[src/rtl/mc_ctrl_pkg.sv]
// Shared encodings for the multicycle RV32I main control FSM:
// opcodes, ALU op codes, mux selects, state encoding and the control word.
package mc_ctrl_pkg;

  localparam logic [6:0] OP_R      = 7'b0110011;
  localparam logic [6:0] OP_I      = 7'b0010011;
  localparam logic [6:0] OP_LOAD   = 7'b0000011;
  localparam logic [6:0] OP_STORE  = 7'b0100011;
  localparam logic [6:0] OP_BRANCH = 7'b1100011;
  localparam logic [6:0] OP_JAL    = 7'b1101111;
  localparam logic [6:0] OP_JALR   = 7'b1100111;
  localparam logic [6:0] OP_LUI    = 7'b0110111;
  localparam logic [6:0] OP_AUIPC  = 7'b0010111;
  localparam logic [6:0] OP_SYSTEM = 7'b1110011;

  localparam logic [1:0] ALU_OP_ADD   = 2'b00;
  localparam logic [1:0] ALU_OP_SUB   = 2'b01;
  localparam logic [1:0] ALU_OP_RTYPE = 2'b10;
  localparam logic [1:0] ALU_OP_ITYPE = 2'b11;

  localparam logic [1:0] SRC_A_PC     = 2'b00;
  localparam logic [1:0] SRC_A_REGA   = 2'b01;
  localparam logic [1:0] SRC_A_ZERO   = 2'b10;
  localparam logic [1:0] SRC_A_OLD_PC = 2'b11;

  localparam logic [1:0] SRC_B_REGB = 2'b00;
  localparam logic [1:0] SRC_B_FOUR = 2'b01;
  localparam logic [1:0] SRC_B_IMM  = 2'b10;

  localparam logic [1:0] PC_SRC_ALU     = 2'b00;
  localparam logic [1:0] PC_SRC_ALU_OUT = 2'b01;
  localparam logic [1:0] PC_SRC_JALR    = 2'b10;

  localparam logic [1:0] WB_ALU_OUT = 2'b00;
  localparam logic [1:0] WB_MDR     = 2'b01;
  localparam logic [1:0] WB_PC      = 2'b10;

  typedef enum logic [3:0] {
    S_FETCH    = 4'd0,
    S_DECODE   = 4'd1,
    S_EXEC_R   = 4'd2,
    S_EXEC_I   = 4'd3,
    S_MEM_ADDR = 4'd4,
    S_MEM_RD   = 4'd5,
    S_MEM_WR   = 4'd6,
    S_WB_ALU   = 4'd7,
    S_WB_MEM   = 4'd8,
    S_BRANCH   = 4'd9,
    S_JAL      = 4'd10,
    S_JALR     = 4'd11,
    S_LUI      = 4'd12,
    S_AUIPC    = 4'd13,
    S_HALT     = 4'd14
  } state_t;

  typedef struct packed {
    logic       mem_read;
    logic       mem_write;
    logic       i_or_d;
    logic       ir_write;
    logic       pc_write;
    logic [1:0] pc_src;
    logic [1:0] alu_src_a;
    logic [1:0] alu_src_b;
    logic [1:0] alu_op;
    logic       reg_write;
    logic [1:0] mem_to_reg;
    logic       halted;
  } ctrl_t;

endpackage

[src/rtl/mc_ctrl_decode.sv]
// Combinational state -> control word decode. Only the memory completion
// strobes and the branch PC load look at inputs; everything else is Moore.
module mc_ctrl_decode
  import mc_ctrl_pkg::*;
(
  input  state_t state,
  input  logic   mem_ready,
  input  logic   br_taken,
  output ctrl_t  cw
);

  always_comb begin
    cw = '0;
    case (state)
      S_FETCH: begin
        cw.mem_read  = 1'b1;
        cw.i_or_d    = 1'b0;
        cw.alu_src_a = SRC_A_PC;
        cw.alu_src_b = SRC_B_FOUR;
        cw.alu_op    = ALU_OP_ADD;
        cw.pc_src    = PC_SRC_ALU;
        cw.ir_write  = mem_ready;
        cw.pc_write  = mem_ready;
      end
      S_DECODE: begin
        // ALUOut captures old_pc + imm as the branch/JAL target.
        cw.alu_src_a = SRC_A_OLD_PC;
        cw.alu_src_b = SRC_B_IMM;
        cw.alu_op    = ALU_OP_ADD;
      end
      S_EXEC_R: begin
        cw.alu_src_a = SRC_A_REGA;
        cw.alu_src_b = SRC_B_REGB;
        cw.alu_op    = ALU_OP_RTYPE;
      end
      S_EXEC_I: begin
        cw.alu_src_a = SRC_A_REGA;
        cw.alu_src_b = SRC_B_IMM;
        cw.alu_op    = ALU_OP_ITYPE;
      end
      S_MEM_ADDR: begin
        cw.alu_src_a = SRC_A_REGA;
        cw.alu_src_b = SRC_B_IMM;
        cw.alu_op    = ALU_OP_ADD;
      end
      S_MEM_RD: begin
        cw.mem_read = 1'b1;
        cw.i_or_d   = 1'b1;
      end
      S_MEM_WR: begin
        cw.mem_write = 1'b1;
        cw.i_or_d    = 1'b1;
      end
      S_WB_ALU: begin
        cw.reg_write  = 1'b1;
        cw.mem_to_reg = WB_ALU_OUT;
      end
      S_WB_MEM: begin
        cw.reg_write  = 1'b1;
        cw.mem_to_reg = WB_MDR;
      end
      S_BRANCH: begin
        cw.alu_src_a = SRC_A_REGA;
        cw.alu_src_b = SRC_B_REGB;
        cw.alu_op    = ALU_OP_SUB;
        cw.pc_src    = PC_SRC_ALU_OUT;
        cw.pc_write  = br_taken;
      end
      S_JAL: begin
        cw.reg_write  = 1'b1;
        cw.mem_to_reg = WB_PC;
        cw.pc_src     = PC_SRC_ALU_OUT;
        cw.pc_write   = 1'b1;
      end
      S_JALR: begin
        // Link writes the pre-update PC; the new PC lands at the same edge.
        cw.alu_src_a  = SRC_A_REGA;
        cw.alu_src_b  = SRC_B_IMM;
        cw.alu_op     = ALU_OP_ADD;
        cw.pc_src     = PC_SRC_JALR;
        cw.pc_write   = 1'b1;
        cw.reg_write  = 1'b1;
        cw.mem_to_reg = WB_PC;
      end
      S_LUI: begin
        cw.alu_src_a = SRC_A_ZERO;
        cw.alu_src_b = SRC_B_IMM;
        cw.alu_op    = ALU_OP_ADD;
      end
      S_AUIPC: begin
        cw.alu_src_a = SRC_A_OLD_PC;
        cw.alu_src_b = SRC_B_IMM;
        cw.alu_op    = ALU_OP_ADD;
      end
      S_HALT: begin
        cw.halted = 1'b1;
      end
      default: cw = '0;
    endcase
  end

endmodule

[src/rtl/mc_ctrl.sv]
// Main control FSM of the multicycle RV32I core: state register, next-state
// logic, retired-instruction counter and reset gating of the control word.
module mc_ctrl
  import mc_ctrl_pkg::*;
#(
  parameter int CNT_W           = 32,
  parameter int HALT_ON_ILLEGAL = 1
) (
  input  logic             clk,
  input  logic             rst,
  input  logic [6:0]       opcode,
  input  logic             br_taken,
  input  logic             mem_ready,
  output logic             mem_read,
  output logic             mem_write,
  output logic             i_or_d,
  output logic             ir_write,
  output logic             pc_write,
  output logic [1:0]       pc_src,
  output logic [1:0]       alu_src_a,
  output logic [1:0]       alu_src_b,
  output logic [1:0]       alu_op,
  output logic             reg_write,
  output logic [1:0]       mem_to_reg,
  output logic             halted,
  output logic [CNT_W-1:0] instret
);

  // Memory handshake: mem_read/mem_write act as valid and stay high until
  // the cycle mem_ready is seen; that cycle is the transfer and the state
  // advances at its closing edge.
  state_t state;
  state_t state_next;
  ctrl_t  dec_cw;
  ctrl_t  cw;

  mc_ctrl_decode u_decode (
    .state     (state),
    .mem_ready (mem_ready),
    .br_taken  (br_taken),
    .cw        (dec_cw)
  );

  always_comb begin
    state_next = state;
    case (state)
      S_FETCH:  if (mem_ready) state_next = S_DECODE;
      S_DECODE: begin
        case (opcode)
          OP_R:               state_next = S_EXEC_R;
          OP_I:               state_next = S_EXEC_I;
          OP_LOAD, OP_STORE:  state_next = S_MEM_ADDR;
          OP_BRANCH:          state_next = S_BRANCH;
          OP_JAL:             state_next = S_JAL;
          OP_JALR:            state_next = S_JALR;
          OP_LUI:             state_next = S_LUI;
          OP_AUIPC:           state_next = S_AUIPC;
          OP_SYSTEM:          state_next = S_HALT;
          default:            state_next = (HALT_ON_ILLEGAL != 0) ? S_HALT : S_FETCH;
        endcase
      end
      S_EXEC_R, S_EXEC_I, S_LUI, S_AUIPC: state_next = S_WB_ALU;
      S_MEM_ADDR: state_next = (opcode == OP_STORE) ? S_MEM_WR : S_MEM_RD;
      S_MEM_RD:   if (mem_ready) state_next = S_WB_MEM;
      S_MEM_WR:   if (mem_ready) state_next = S_FETCH;
      S_WB_ALU, S_WB_MEM, S_BRANCH, S_JAL, S_JALR: state_next = S_FETCH;
      S_HALT:     state_next = S_HALT;
      default:    state_next = S_FETCH;
    endcase
  end

  always_ff @(posedge clk) begin
    if (rst) begin
      state   <= S_FETCH;
      instret <= '0;
    end else begin
      state <= state_next;
      if (state != S_FETCH && state_next == S_FETCH)
        instret <= instret + {{(CNT_W-1){1'b0}}, 1'b1};
    end
  end

  assign cw = rst ? '0 : dec_cw;

  assign mem_read   = cw.mem_read;
  assign mem_write  = cw.mem_write;
  assign i_or_d     = cw.i_or_d;
  assign ir_write   = cw.ir_write;
  assign pc_write   = cw.pc_write;
  assign pc_src     = cw.pc_src;
  assign alu_src_a  = cw.alu_src_a;
  assign alu_src_b  = cw.alu_src_b;
  assign alu_op     = cw.alu_op;
  assign reg_write  = cw.reg_write;
  assign mem_to_reg = cw.mem_to_reg;
  assign halted     = cw.halted;

endmodule

[config.mk]
export PLATFORM = sky130hd
export DESIGN_NAME = mc_ctrl
export DESIGN_NICKNAME = d
export VERILOG_FILES = /design/src/rtl/mc_ctrl_pkg.sv /design/src/rtl/mc_ctrl_decode.sv /design/src/rtl/mc_ctrl.sv
export SDC_FILE = /design/constraint.sdc
export NUM_CORES = 1
export LEC_CHECK = 0
export BUFFER_PORTS_ARGS = -buffer_cell sky130_fd_sc_hd__buf_4
export CORE_ASPECT_RATIO = 1.25
export CORE_MARGIN = 5
export CORE_UTILIZATION = 30
export DETAILED_ROUTE_END_ITERATION = 7
export MAX_ROUTING_LAYER = met4
export PLACE_DENSITY = 0.5
export SLEW_MARGIN = 5
export SYNTH_ARGS = -nofsm -noshare
export SYNTH_HDL_FRONTEND = slang
export SYNTH_HIERARCHICAL = 1
export SYNTH_SLANG_ARGS = --single-unit
[constraint.sdc]
create_clock -name clk -period 4.3 [get_ports clk]
set_input_delay 0.86 -clock clk [delete_from_list [all_inputs] [get_ports clk]]
set_output_delay 0.86 -clock clk [all_outputs]
set_load 0.01 [all_outputs]
==> results of run 1 <==
[power groups by stage]
stage	Combinational (mW)	Sequential (mW)	Clock, mW
6_report	0.542	0.457	0.253
5_1_grt	0.604	0.468	0.271
4_1_cts	0.551	0.456	0.264
3_5_place_dp	0.550	0.464	0
3_3_place_gp	0.552	0.464	0
2_1_floorplan	0.512	0.379	0
[cell usage after synthesis (2+ instances only)]
library cell / count
nor2_1: 41
dfxtp_1: 36
xnor2_1: 28
nor2b_1: 22
nand2_1: 17
nor3_1: 15
a21oi_1: 13
buf_2: 10
nand3_1: 10
inv_1: 9
clkbuf_1: 7
nand2b_1: 7
nor4_2: 7
o21ai_0: 6
nor4_1: 4
or3_1: 4
nand3b_1: 3
nor3b_1: 3
a31oi_1: 2
and3_1: 2
and3b_1: 2
and4_1: 2
buf_6: 2
nand4_1: 2
nor4_4: 2
nor4b_2: 2
o21bai_1: 2
o31ai_1: 2
or4_1: 2
xor2_1: 2
[cells by family after synthesis]
kind of cell,synth area share [%]
buffers and inverters,6.07
multiplexers,0.415
XOR/XNOR,10.9
adder cells (fa/ha/maj),0.519
AND/OR/NAND/NOR,41.8
AO/OA/AOI/OAI,10.5
flip-flops,29.9
[worst paths after layout]
| check | startpoint | to | slack, ns | depth (start not counted) |
|---|---|---|---|---|
| min | instret[31] | instret[31] | 0.53 | 2 |
| min reg2reg | instret[31] | instret[31] | 0.53 | 2 |
| max | state[1] | instret[27] | 1.37 | 7 |
| max reg2reg | state[1] | instret[27] | 1.37 | 7 |
[critical path, stage by stage, from the launching register on]
cell and delay (ns):
dfxtp_1 0.91, nor4bb_1 0.17, o21ai_2 0.20, o2111a_1 0.25, nand4_2 0.32, or2_4 0.39, or4_1 0.47, a21oi_1 0.15
[routing by layer]
| layer | global-route usage [%] | wire [um] | vias up |
|---|---|---|---|
| met5 | - | 0 | - |
| met4 | 4.04 | 87 | 0 |
| met3 | 2.92 | 289 | 10 |
| met2 | 21.7 | 2970 | 52 |
| met1 | 13.6 | 2570 | 984 |
| li1 | - | - | 1114 |
[layout by cell type (no fill, tap or decap), drive strengths merged, types with 4 or more instances in the layout]
master / count
buf: 59
nor2: 41
dfxtp: 36
xnor2: 28
nor2b: 22
nand2: 17
nor3: 15
a21oi: 13
nor4: 13
nand3: 10
inv: 10
o21ai: 8
clkbuf: 8
nand2b: 7
or3: 4
nand3b: 4
nand4: 4
[state kept, by name, summed over array words and instances, names as in the netlist]
| signal | count |
|---|---|
| instret | 32 |
| state | 4 |
[area by class of cell]
class	count	area share, %
flip-flops and latches	36	24.4
multi-input cells	230	52.2
well taps	95	4.02
clock buffers	8	3.05
inverters	10	1.35
repair buffers	59	15.0
[per-stage QoR]
stage	cell area [sq um]	setup WS [ns]	hold WS, ns	instances
CTS	2960	1.37	0.531	438
finish	2960	1.37	0.526	438
detailed placement	2870	1.12	0.508	430
global placement	2870	1.13	0.509	430
global route	2960	1.08	0.553	438
floorplan	2410	1.72	0.508	296
==> impl_metrics.tcl, run 1 <==
set metrics [dict create \
    rsz0062_at_grt "false" \
    maxCapViolations 0 \
    cts_tree "done" \
    syn_to_final_growth_pct 22.6 \
    synth_edf_count 0 \
    cts_buffer_depth 2 \
    wl_um 5910 \
    power_mw 1.25 \
    tightest_slew_ns 0.895 \
    arrival_ns 3.14 \
    grt_max_degree 54 \
    fin_nets 354 \
    synth_top_area_share_pct 29.9 \
    drc 0 \
    detailed_place_hpwl_um 4220 \
    peakVddDrop_v 0.000199 \
    gp_congestion 0.825 \
    path_class "flop to flop" \
    synthCells 296 \
    design.core.area_sq_um 7840 \
    fin_crit_ns 2.93 \
    p_comb_share_pct 43.3 \
    power.leakage_nw 1.08 \
    nFillCells 852 \
    synthArstFlopShare_pct 0 \
    layout-drive-gt1-share_pct 25.9 \
    ff_latch_area_sq_um 721 \
    ys.flop_type "dfxtp_1" \
    clk_pin_slew_worst_paths_ns 0.07 \
    finalHoldViolCount 0 \
    p_seq_share_pct 36.5 \
    crit_path_start_kind "flop" \
    drtIter0Drc 70 \
    drt-pass1-iter-count 4 \
    start_util_pct 30.8 \
    viasPerCell 4.93 \
    hold_path_class "flop to flop" \
    io_pins 60 \
    grt_pass1_wl_um 9920 \
    required_ns 4.51 \
    fin_setup_tns_ns 0 \
    multi_input_area_sq_um 1550 \
    clk_latency_ns 0.29 \
    synth_seq_cells 36 \
    route.vias.total 2160 \
    cts_buffers 5 \
    powerDensity_nw_per_um2 423 \
    portBuffers 59 \
    syn_avg_cell_area_sq_um 8.15 \
    clkPwrFrac_pct 20.2 \
    p_sw_mw 0.519 \
    final_max_slew_viol_count 0 \
    grt_overflow 0 \
    post_cts_resized 0 \
    skew_ns 0.00906 \
    clkSinkCount 36 \
    netlist-cell-type-count 60 \
    end_kind "flop" \
    fp-row-count 36 \
    fmax_ghz 0.342 \
    setup_viol 0 \
    intPower_mw 0.732 \
    ys_seq_area_share_pct 29.9 \
    slew_headroom_pct 40.2 \
    synthesis.area_sq_um 2410 \
    crit_fanout 26 \
    die_h_um 110 \
    grt_pass1_vias 2138 \
    switching_share_pct 41.5 \
    syn-num-nets 308 \
    status "complete, no violations" \
    postCtsSetupRepairBufs 0 \
    utilization_pct 37.7 \
    synth.area.top_cells "dfxtp_1 (30%), xnor2_1 (10%), nor2_1 (6.4%), nor2b_1 (5.7%), nor4_2 (3.6%)" \
    finalCritPeriodShare_pct 68.0 \
    postRouteAntennaNets 0 \
    cts_root_buf "clkbuf_8" \
    yosys.area.top_type "dfxtp_1" \
    gr-usage-all-layers_pct 12.2 \
    die_area_sq_um 9950 \
    dieWidth_um 90.2 \
    yosysWarningCount 6 \
    n_antenna_cell 0 \
    ctsHoldBuffers 0 \
    antenna_found_initial 0 \
    wl_per_cell_um 13.5 \
    htree_levels 2 \
]
Note: power is estimated with default switching activity, not from simulation.
==> run 2: changes to the inputs <==
Settings changed: PLACE_DENSITY 0.5 to 0.52.
Clock period 4.3 ns to 2.53 ns, I/O delays scaled along.
==> run 2 against run 1 <==
  * Hold slack got worse by 0.0093 ns
  * Utilization rose by 1.1 points
  * Global-route usage grew 0.31 points
  * Largest power group unchanged
  * First-iteration DRC count shrank 10%
  * Clock power grew 66%
  * Sequential cell count unchanged
  * Setup slack worse by 1.2 ns
==> impl_metrics.tcl, run 2 (synthesized netlist as in run 1, its figures left out) <==
set metrics [dict create \
    power.leakage_nw 1.14 \
    largestRegisters "instret: 32 flops, state: 4 flops" \
    place_ws_ns 0.0470 \
    fp-row-count 36 \
    status "complete, no violations" \
    syn_to_final_growth_pct 26.1 \
    route.vias.total 2231 \
    wl_um 6010 \
    path_class "flop to output port" \
    final_max_slew_viol_count 0 \
    skew_ns 0.00706 \
    stdcell_area_sq_um 3040 \
    rsz0062_at_grt "false" \
    tightest_slew_ns 0.403 \
    grt_overflow 0 \
    arrival_ns 1.80 \
    design.core.area_sq_um 7840 \
    crit_path_start "state[0]" \
    layout-drive-gt1-share_pct 28.8 \
    crit_fanout 9 \
    post_cts_resized 0 \
    grt_pass1_wl_um 10100 \
    drt-pass1-iter-count 5 \
    dieWidth_um 90.2 \
    fin_crit_ns 2.31 \
    wl_per_cell_um 13.4 \
    finalCritPeriodShare_pct 91.2 \
    detailed_place_hpwl_um 4400 \
    fin_nets 365 \
    hold_path_class "flop to flop" \
    grt_max_degree 37 \
    n_antenna_cell 0 \
    io_pins 60 \
    postRouteAntennaNets 0 \
    start_util_pct 30.8 \
    multi_input_area_sq_um 1550 \
    clk_pin_slew_worst_paths_ns 0.07 \
    r2r-start "instret[4]" \
    cts_buffer_depth 2 \
    slew_headroom_pct 73.1 \
    required_ns 2.02 \
    fin_setup_tns_ns 0 \
    fmax_ghz 0.434 \
    cts_tree "done" \
    stdcell_count 449 \
    final_common_cell "buf_4" \
    crit_path_start_kind "flop" \
    htree_levels 2 \
    peakVddDrop_v 0.000429 \
    utilization_pct 38.8 \
    power_mw 2.22 \
    antenna_found_initial 0 \
    largest_reg_flops 32 \
    place_inst 441 \
    clk_latency_ns 0.28 \
    cts_root_buf "clkbuf_8" \
    finalHoldViolCount 0 \
    ff_latch_area_sq_um 721 \
    top_register "instret" \
    setup_viol 0 \
    drc 0 \
    drtIter0Drc 63 \
    worst_slack_ns 0.224 \
    nFillCells 861 \
    gr-usage-all-layers_pct 12.5 \
    hp-start "instret[27]" \
    cts_buffers 5 \
    maxCapViolations 0 \
    final_cell_mix "buf_4 (70), nor2_1 (41), dfxtp_1 (36)" \
    clkSinkCount 36 \
    die_h_um 110 \
    postCtsSetupRepairBufs 0 \
    die_area_sq_um 9950 \
    portBuffers 59 \
    gp_congestion 0.775 \
    end_kind "output port" \
    placed_area_sq_um 2950 \
    holdWs_ns 0.517 \
    powerDensity_nw_per_um2 729 \
    grt_pass1_vias 2204 \
    viasPerCell 4.97 \
    ctsHoldBuffers 0 \
]
==> run 2: power by group <==
part,internal [mW],switching [mW]
Sequential,0.599,0.0758
Clock,0.217,0.204
Combinational,0.503,0.620
Total,1.32,0.899
==> run 2: layout make-up <==
cell class / instances / share of cell area [%]
inverters: 10 / 1.32
repair buffers: 70 / 17.3
clock buffers: 6 / 2.71
clock inverters: 2 / 0.329
multi-input cells: 230 / 50.8
flip-flops and latches: 36 / 23.7
well taps: 95 / 3.91
==> run 2: metal layers <==
layer	global-route usage, %	vias to the layer above	part of all wire (%)
met3	2.85	5	4.9
met2	23.0	49	51
met5	-	-	0
li1	-	1136	-
met1	13.6	1041	44
met4	3.72	0	0.80
==> run 2: worst paths after layout <==
kind / to / slack (ns) / depth (start not counted)
hold reg to reg: instret[27] / 0.52 / 2
setup / recovery: alu_src_a[1] / 0.22 / 6
setup reg to reg: instret[27] / 0.23 / 7
hold / removal: instret[27] / 0.52 / 2
==> run 2: worst max-delay path, stage by stage, from the launching register on <==
cell and delay (ns):
dfxtp_1 0.46, buf_4 0.24, inv_4 0.06, or3_1 0.36
a21oi_1 0.13, nor2b_1 0.13, buf_4 0.12
==> run 3: changes to the inputs <==
Settings changed: CORE_UTILIZATION 30 to 48, PLACE_DENSITY 0.52 to 0.76.
==> run 3 against run 2 <==
  * Critical path depth unchanged
  * Sequential cell count did not move
  * Largest cell class unchanged
  * Total power is 2.9% higher
  * Highest routed layer unchanged
  * Wire length shrank 7.0%
  * Via count is 0.18% lower
  * First-iteration DRC count up 84%
  * Hold slack improved by 0.0055 ns
  * Die area down 34%
  * Global-route usage rose by 5.9 points
  * Utilization rose by 24 points
==> impl_metrics.tcl, run 3 (synthesized netlist as in run 1, its figures left out) <==
set metrics [dict create \
    peakVddDrop_v 0.000423 \
    cts_buffers 5 \
    die_area_sq_um 6550 \
    dieWidth_um 73.4 \
    slew_headroom_pct 65.0 \
    tightest_slew_ns 0.525 \
    fp-row-count 28 \
    skew_ns 0.00631 \
    finalHoldViolCount 0 \
    largest_reg_flops 32 \
    ctsHoldBuffers 0 \
    drt-pass1-iter-count 4 \
    holdWs_ns 0.523 \
    clk_latency_ns 0.29 \
    rsz0062_at_grt "false" \
    stdcell_count 413 \
    clkSinkCount 36 \
    layout-drive-gt1-share_pct 28.6 \
    largestRegisters "instret: 32 flops, state: 4 flops" \
    drtIter0Drc 116 \
    setup_viol 0 \
    stdcell_area_sq_um 3010 \
    final_common_cell "buf_4" \
    placed_area_sq_um 2900 \
    hold_path_class "flop to flop" \
    grt_max_degree 54 \
    utilization_pct 62.7 \
    die_h_um 89.3 \
    cts_tree "done" \
    postCtsSetupRepairBufs 0 \
    power.leakage_nw 1.14 \
    maxCapViolations 0 \
    path_class "flop to output port" \
    fin_crit_ns 2.32 \
    finalCritPeriodShare_pct 91.7 \
    gr-usage-all-layers_pct 18.5 \
    nFillCells 423 \
    powerDensity_nw_per_um2 759 \
    crit_fanout 12 \
    syn_to_final_growth_pct 24.7 \
    crit_path_start_kind "flop" \
    design.core.area_sq_um 4800 \
    fin_setup_tns_ns 0 \
    viasPerCell 5.39 \
    io_pins 60 \
    grt_pass1_wl_um 9340 \
    n_antenna_cell 0 \
    htree_levels 2 \
    antenna_found_initial 0 \
    cts_root_buf "clkbuf_8" \
    start_util_pct 50.3 \
    final_cell_mix "buf_4 (69), nor2_1 (41), dfxtp_1 (35)" \
    place_inst 405 \
    arrival_ns 1.81 \
    fmax_ghz 0.431 \
    gp_congestion 0.795 \
    fin_nets 364 \
    grt_overflow 0 \
    cts_buffer_depth 2 \
    route.vias.total 2227 \
    grt_pass1_vias 2089 \
    final_max_slew_viol_count 0 \
    drc 0 \
    portBuffers 59 \
    end_kind "output port" \
    wl_per_cell_um 13.5 \
    required_ns 2.02 \
    top_register "instret" \
    postRouteAntennaNets 0 \
    wl_um 5600 \
    detailed_place_hpwl_um 4040 \
    clk_pin_slew_worst_paths_ns 0.07 \
    status "complete, no violations" \
]
-- run 3: cell types whose count changed in the layout (fill, tap and decap cells not counted), sizes merged --
cell	change
buf	-1
bufinv	+1
clkinv	-1
-- run 3: what timing repair did --
item,in CTS,in global routing
setup endpoints to repair,0,1
gates resized for setup,0,1
endpoints found under the hold margin,0,0
-- run 3: final timing paths --
kind | from | end | slack [ns] | cells past startpoint
worst min-delay path | instret[27] | instret[27] | 0.52 | 2
worst max-delay path | state[0] | alu_src_a[1] | 0.21 | 6
worst max register to register | instret[5] | instret[27] | 0.30 | 7
worst min register to register | instret[27] | instret[27] | 0.52 | 2
-- run 3: metrics by stage --
stage / power [mW] / worst slack (ns)
after floorplan: 1.52 / 0.302
after global placement: 1.77 / 0.135
after detailed placement: 1.79 / 0.101
after CTS: 2.30 / 0.0637
after global routing: 2.43 / 0.0974
final: 2.28 / 0.210
-- run 3: routing by layer --
layer / global-route usage (%) / routed length [um] / vias to the layer above
met2: 33.0 / 2820 / 51
met1: 20.4 / 2390 / 1038
met3: 3.15 / 287 / 6
met4: 6.92 / 98 / 0
met5: - / 0 / -
li1: - / - / 1132
-- run 3: cell type report --
| type | count | area (sq um) | share of cell area, % |
|---|---|---|---|
| inverters | 10 | 40.0 | 1.33 |
| multi-input cells | 230 | 1550 | 51.4 |
| clock buffers | 6 | 72.6 | 2.41 |
| well taps | 60 | 75.1 | 2.50 |
| flip-flops and latches | 36 | 722 | 24.0 |
| clock inverters | 2 | 35.0 | 1.16 |
| repair buffers | 69 | 518 | 17.2 |
-- run 3: power breakdown --
part           switching, mW  leakage [nW]  internal (mW)
registers             0.0791         0.291          0.600
clock network          0.212        0.0552          0.292
logic                  0.605         0.793          0.494
-- run 3: worst max-delay path: stages, from the launching register on --
cell and delay, ns:
dfxtp_2 0.44, buf_4 0.23, inv_4 0.06, or3_1 0.37, a21oi_1 0.14, nor2b_1 0.14, buf_4 0.13
